$ cat config.mk
export PLATFORM = sky130hd
export DESIGN_NAME = xc_malu_seq
export DESIGN_NICKNAME = d
export VERILOG_FILES = /design/src/rtl/xc_malu_pkg.sv /design/src/rtl/xc_malu_padd.sv /design/src/rtl/xc_malu_seq.sv
export SDC_FILE = /design/constraint.sdc
export NUM_CORES = 1
export LEC_CHECK = 0
export ABC_AREA = 0
export CAP_MARGIN = 20
export CORE_ASPECT_RATIO = 0.75
export CORE_MARGIN = 3
export CORE_UTILIZATION = 25
export DETAILED_ROUTE_END_ITERATION = 8
export GPL_ROUTABILITY_DRIVEN = 0
export SLEW_MARGIN = 20
export SYNTH_ARGS = -nofsm -noshare
export SYNTH_HDL_FRONTEND = slang
export SYNTH_SLANG_ARGS = --single-unit
$ cat constraint.sdc
create_clock -name clock -period 39.9 [get_ports clock]
set_input_delay 7.98 -clock clock [delete_from_list [all_inputs] [get_ports clock]]
set_output_delay 7.98 -clock clock [all_outputs]
set_load 0.01 [all_outputs]
$ cat src/rtl/xc_malu_pkg.sv
// Shared definitions for the MALU sequencer and its packed adder.
//   - malu_state_e  : sequencer states (IDLE=0, RUN=1, DONE=2)
//   - CNT_W_DEFAULT : default iteration counter width
//   - LANE_BASE_*   : bit positions where a packed lane begins, per lane width
//   - lane_base()   : lane-base mask selected by the one-hot pw_* controls
package xc_malu_pkg;

  typedef enum logic [1:0] {
    ST_IDLE = 2'd0,
    ST_RUN  = 2'd1,
    ST_DONE = 2'd2
  } malu_state_e;

  localparam int unsigned CNT_W_DEFAULT = 6;

  localparam logic [31:0] LANE_BASE_32 = 32'h0000_0001;
  localparam logic [31:0] LANE_BASE_16 = 32'h0001_0001;
  localparam logic [31:0] LANE_BASE_8  = 32'h0101_0101;
  localparam logic [31:0] LANE_BASE_4  = 32'h1111_1111;
  localparam logic [31:0] LANE_BASE_2  = 32'h5555_5555;

  // pw is {pw_32, pw_16, pw_8, pw_4, pw_2}. Bit 0 is always a lane base, so
  // an all-zero pw degrades to a single 32-bit lane.
  function automatic logic [31:0] lane_base(input logic [4:0] pw);
    logic [31:0] m;
    m = LANE_BASE_32;
    if (pw[4]) m = m | LANE_BASE_32;
    if (pw[3]) m = m | LANE_BASE_16;
    if (pw[2]) m = m | LANE_BASE_8;
    if (pw[1]) m = m | LANE_BASE_4;
    if (pw[0]) m = m | LANE_BASE_2;
    return m;
  endfunction

endpackage

$ cat src/rtl/xc_malu_padd.sv
// 32-bit packed adder: add, subtract or carryless add on 2/4/8/16/32-bit lanes.
//   lhs_i, rhs_i : operands
//   sub_i        : invert rhs and inject carry 1 at every lane base
//   cin_i        : carry into bit 0 (add only)
//   cen_i        : 0 kills all carries inside a lane (result = lhs ^ rhs)
//   pw_i         : one-hot lane width {32,16,8,4,2}
//   cout_o       : cout_o[i+1] is the raw carry out of bit i; cout_o[0] is bit-0 carry in
//   sum_o        : packed sum
module xc_malu_padd
  import xc_malu_pkg::*;
(
  input  logic [31:0] lhs_i,
  input  logic [31:0] rhs_i,
  input  logic        sub_i,
  input  logic        cin_i,
  input  logic        cen_i,
  input  logic [4:0]  pw_i,
  output logic [32:0] cout_o,
  output logic [31:0] sum_o
);

  logic [31:0] base;
  logic [31:0] rhs_eff;

  assign base    = lane_base(pw_i);
  assign rhs_eff = rhs_i ^ {32{sub_i}};

  // Ripple carry held in a block-local variable so the chain is evaluated in
  // order; lane bases restart the chain instead of taking the previous carry.
  always_comb begin
    logic c;
    logic ci;
    c      = 1'b0;
    ci     = 1'b0;
    sum_o  = '0;
    cout_o = '0;
    cout_o[0] = sub_i | cin_i;
    for (int unsigned i = 0; i < 32; i++) begin
      if (base[i]) ci = sub_i | ((i == 0) & cin_i);
      else         ci = c & cen_i;
      sum_o[i] = lhs_i[i] ^ rhs_eff[i] ^ ci;
      c = (lhs_i[i] & rhs_eff[i]) | (lhs_i[i] & ci) | (rhs_eff[i] & ci);
      cout_o[i+1] = c;
    end
  end

endmodule

$ cat src/rtl/xc_malu_seq.sv
// MALU sequencer: owns the iteration state read by the mul/div/rem/pmul
// datapath, registers the datapath's next-state values while running, and
// hands a registered 64-bit result to execute with a one-cycle ready pulse.
//   clock, resetn          : clock, asynchronous active-low reset
//   valid, flush           : request (operands held until ready), abandon
//   ready, result, busy    : completion pulse, registered result, RUN|DONE
//   count, acc, arg_0/1    : current iteration state, to the datapath
//   n_acc, n_arg_0/1       : next iteration state, from the datapath
//   dp_ready, dp_result    : datapath completion and its result
//   pw_*, padd_*           : shared packed adder, serving the datapath
module xc_malu_seq
  import xc_malu_pkg::*;
#(
  parameter int unsigned CNT_W = CNT_W_DEFAULT
) (
  input  logic             clock,
  input  logic             resetn,
  input  logic             valid,
  input  logic             flush,
  output logic             ready,
  output logic [63:0]      result,
  output logic             busy,
  output logic [CNT_W-1:0] count,
  output logic [63:0]      acc,
  output logic [31:0]      arg_0,
  output logic [31:0]      arg_1,
  input  logic [63:0]      n_acc,
  input  logic [31:0]      n_arg_0,
  input  logic [31:0]      n_arg_1,
  input  logic             dp_ready,
  input  logic [63:0]      dp_result,
  input  logic             pw_32,
  input  logic             pw_16,
  input  logic             pw_8,
  input  logic             pw_4,
  input  logic             pw_2,
  input  logic [31:0]      padd_lhs,
  input  logic [31:0]      padd_rhs,
  input  logic             padd_sub,
  input  logic             padd_cin,
  input  logic             padd_cen,
  output logic [32:0]      padd_cout,
  output logic [31:0]      padd_result
);

  malu_state_e      state_q, state_d;
  logic [CNT_W-1:0] count_q, count_d;
  logic [63:0]      acc_q, acc_d;
  logic [31:0]      arg0_q, arg0_d;
  logic [31:0]      arg1_q, arg1_d;
  logic [63:0]      result_q, result_d;

  always_ff @(posedge clock or negedge resetn) begin
    if (!resetn) begin
      state_q  <= ST_IDLE;
      count_q  <= '0;
      acc_q    <= '0;
      arg0_q   <= '0;
      arg1_q   <= '0;
      result_q <= '0;
    end else begin
      state_q  <= state_d;
      count_q  <= count_d;
      acc_q    <= acc_d;
      arg0_q   <= arg0_d;
      arg1_q   <= arg1_d;
      result_q <= result_d;
    end
  end

  always_comb begin
    state_d  = state_q;
    count_d  = count_q;
    acc_d    = acc_q;
    arg0_d   = arg0_q;
    arg1_d   = arg1_q;
    result_d = result_q;
    unique case (state_q)
      ST_IDLE: begin
        count_d = '0;
        acc_d   = '0;
        arg0_d  = '0;
        arg1_d  = '0;
        if (valid) state_d = ST_RUN;
      end
      ST_RUN: begin
        if (dp_ready) begin
          // Iteration state is frozen on the completing cycle.
          result_d = dp_result;
          state_d  = ST_DONE;
        end else begin
          acc_d   = n_acc;
          arg0_d  = n_arg_0;
          arg1_d  = n_arg_1;
          count_d = (count_q == '1) ? count_q : count_q + 1'b1;
        end
      end
      ST_DONE: state_d = ST_IDLE;
      default: state_d = ST_IDLE;
    endcase
    // flush overrides every state; result is deliberately left untouched.
    if (flush) begin
      state_d  = ST_IDLE;
      count_d  = '0;
      acc_d    = '0;
      arg0_d   = '0;
      arg1_d   = '0;
      result_d = result_q;
    end
  end

  assign ready  = (state_q == ST_DONE) && !flush;
  assign busy   = (state_q != ST_IDLE);
  assign result = result_q;
  assign count  = count_q;
  assign acc    = acc_q;
  assign arg_0  = arg0_q;
  assign arg_1  = arg1_q;

  xc_malu_padd u_padd (
    .lhs_i  (padd_lhs),
    .rhs_i  (padd_rhs),
    .sub_i  (padd_sub),
    .cin_i  (padd_cin),
    .cen_i  (padd_cen),
    .pw_i   ({pw_32, pw_16, pw_8, pw_4, pw_2}),
    .cout_o (padd_cout),
    .sum_o  (padd_result)
  );

endmodule

==> impl_metrics.py <==
metrics = {
    "run_status": {
        "outcome": "finished, final reports clean",
    },
    "grt": {
        "antenna_found_initial": 5,
        "grt_usage_pct": 18.1,
        "grt_pass1_wl_um": 57900,
        "grt_max_degree": 128,
        "first_global_vias": 9080,
        "grt_remaining_overflow": 0,
    },
    "clock_tree": {
        "clockRootBuffer": "clkbuf_16",
        "cts_resized": 0,
        "cts.path.max_buffers": 2,
        "clk_latency_ns": 0.44,
        "htreeDepth": 4,
        "tritoncts": "built",
        "cts_hold_buf": 0,
        "cts.clk_slew.worst_paths_ns": 0.09,
        "cts_inserted_buffers": 17,
        "cts_setup_buffers": 0,
        "cts_sinks": 200,
    },
    "setup_path": {
        "criticalPathCategory": "in -> out",
        "cp_top_family": "adder cells",
        "endpoint_kind": "output port",
        "ff2ff_path_depth": 4,
        "cp-start-kind": "input pin",
        "critPathMaxStageDelay_ns": 0.49,
        "crit_fanout": 38,
        "rrSetupSlack_ns": 37.02,
        "cp.depth": 82,
        "critPathSlowestCell": "buf_4",
        "path_buf_inv": 18,
        "cp_data_required_time_ns": 31.92,
        "critPathArrivalTime_ns": 27.94,
        "cpMostUsedCell": "fa_1",
    },
    "detailed_routing": {
        "drtIter0Drc": 509,
        "ant_nets": 0,
        "vias": 8659,
        "wl_met1_um": 17200,
        "dr.pass1.iters": 6,
        "avgRoutedWirePerCell_um": 20.1,
        "met2WireLength_um": 18800,
        "routed-wl-met3_um": 2240,
        "wl_um": 39200,
        "top_layer_used": "met5",
        "vias_per_cell": 4.44,
        "drc": 0,
    },
    "logic_synthesis": {
        "synth_top_family_by_area": "compound AO/OA/AOI/OAI gates",
        "synthCells": 931,
        "synth-main-ff-cell": "dfrtp_1",
        "ys_ff_latch": 200,
        "synth-edff-count": 0,
        "synth_async_sr_flop_share_pct": 100,
        "syn_area_mm2": 0.00988,
        "yosysSeqAreaShare_pct": 50.7,
        "synth_fa_ha_area_share_pct": 6.61,
        "synth_fp_nets": 1233,
        "ys.warnings.count": 0,
        "synth-compound-area-share_pct": 18.3,
        "synth_xor_area_share_pct": 2.84,
        "synthMuxAreaShare_pct": 7.40,
        "ys_types": 48,
        "syn_area_per_cell_um2": 10.6,
        "synthSimpleGateAreaFrac_pct": 2.46,
    },
    "cells_and_area": {
        "area_growth_pct": 64.3,
        "layout_common_cells": "529 x clkdlybuf4s50_1, 209 x inv_1, 200 x dfrtp_1, 118 x o211ai_1, 111 x o21ai_0",
        "fin_nets": 1725,
        "final_common_cell": "clkdlybuf4s50_1",
        "drive_gt1_share_pct": 4.67,
    },
    "run": {
        "drv_cap": 0,
    },
    "floorplanning": {
        "pin_count": 534,
        "rows": 62,
        "core_area_mm2": 0.0386,
        "dieArea_mm2": 0.0419,
        "fp.dieH_um": 178,
        "die_x_um": 236,
        "start_util_pct": 25.6,
    },
    "sta": {
        "fin_crit_ns": 35.92,
        "fmax_mhz": 27.8,
        "fin_skew_ns": 0.00868,
        "tns_ns": 0,
        "holdWs_ns": 0.491,
        "slew_viol_final": 0,
        "setup_violations": 0,
        "post-route-period-util_pct": 90.0,
        "hold_violations": 0,
        "grt_setup_unrepaired": "false",
        "slew_headroom_pct": 26.5,
        "worst_pin_slew_ns": 1.10,
    },
    "place": {
        "numPortBuffers": 532,
        "hpwl_um": 29300,
    },
    "min_path": {
        "holdPathStages": 1,
        "hold_path_class": "reg -> reg",
    },
    "power_and_ir_drop": {
        "ir_drop_uv": 28.9,
        "p_leak_nw": 6.62,
        "powerDensity_mw_per_mm2": 37.0,
    },
}
==> metrics by stage <==
| step | util, % | power (mW) | area (um^2) | std cells | setup slack [ns] |
|---|---|---|---|---|---|
| 2_1_floorplan | - | 0.302 | 9880 | 931 | 5.20 |
| 3_3_place_gp | 40.3 | 0.422 | 15600 | 1914 | 4.37 |
| 3_5_place_dp | 40.3 | 0.423 | 15600 | 1914 | 4.14 |
| 4_1_cts | 41.9 | 0.610 | 16200 | 1946 | 4.03 |
| 5_1_grt | 42.0 | 0.633 | 16200 | 1949 | 2.89 |
| 6_report | 42.0 | 0.601 | 16200 | 1949 | 3.98 |
==> sequential cells by signal (all words and copies together) (netlist names) <==
signal / flops
acc: 64
arg_0: 32
arg_1: 32
count: 6
result: 64
state_q: 2
==> worst register-to-register path, cell delays in order, from the launching register on <==
cell     delay [ns]
dfrtp_1        0.48
a21oi_4        0.69
buf_6          0.72
nor2_1         0.44
a221o_1        0.43
==> cell families (layout without fill, tap and decap cells) <==
group	Yosys count	count (layout)
AO/OA/AOI/OAI	278	278
XOR/XNOR	32	32
adder cells (fa/ha/maj)	33	33
buffers and inverters	279	784
flip-flops	200	200
multiplexers	65	65
other	0	1
AND/OR/NAND/NOR	44	44
==> worst paths after layout <==
check / startpoint / endpoint
worst max-delay path: padd_sub / padd_result[31]
worst min-delay path: result[28] / result[28]
worst max register to register: state_q[0] / count[1]
worst min register to register: result[28] / result[28]
max in group asynchronous: resetn / arg_1[25]
min in group asynchronous: resetn / arg_0[22]
==> power by group <==
part	internal (mW)	switching (mW)
Clock	0.0921	0.0899
Combinational	0.103	0.0791
Sequential	0.225	0.0119
==> synthesized netlist by cell type (2+ instances only) <==
cell type	instances	area [um^2]
inv_1	209	785
dfrtp_1	200	5000
o211ai_1	118	886
o21ai_0	111	556
clkbuf_1	49	184
mux2_1	49	552
fa_1	32	641
xnor2_1	29	254
nand2_1	18	67.6
mux2_2	15	169
o21a_1	12	90.1
a22o_1	10	87.6
o21ai_1	10	50.1
buf_2	9	45.0
buf_12	6	120
buf_1	5	18.8
nor2_1	5	18.8
a22oi_1	3	22.5
and4_1	3	26.3
or2_2	3	18.8
xor2_1	3	26.3
a211o_1	2	17.5
a2bb2oi_1	2	17.5
nor3_1	2	10.0
o22ai_1	2	12.5
o2bb2ai_1	2	17.5
==> layout make-up <==
class / count / area, um^2
clock inverters: 14 / 180
flip-flops and latches: 200 / 5000
well taps: 512 / 641
multi-input cells: 452 / 3730
fillers: 3776 / 22400
diodes: 1 / 2.50
clock buffers: 18 / 439
repair buffers: 543 / 5440
inverters: 209 / 785
==> metal layers <==
layer  global-route usage [%]  vias up
li1                         -     4053
met3                     5.21       45
met5                        0        -
met4                     5.50        6
met1                     24.0     4302
met2                     29.0      253
Note: power is estimated with default switching activity, not from simulation.
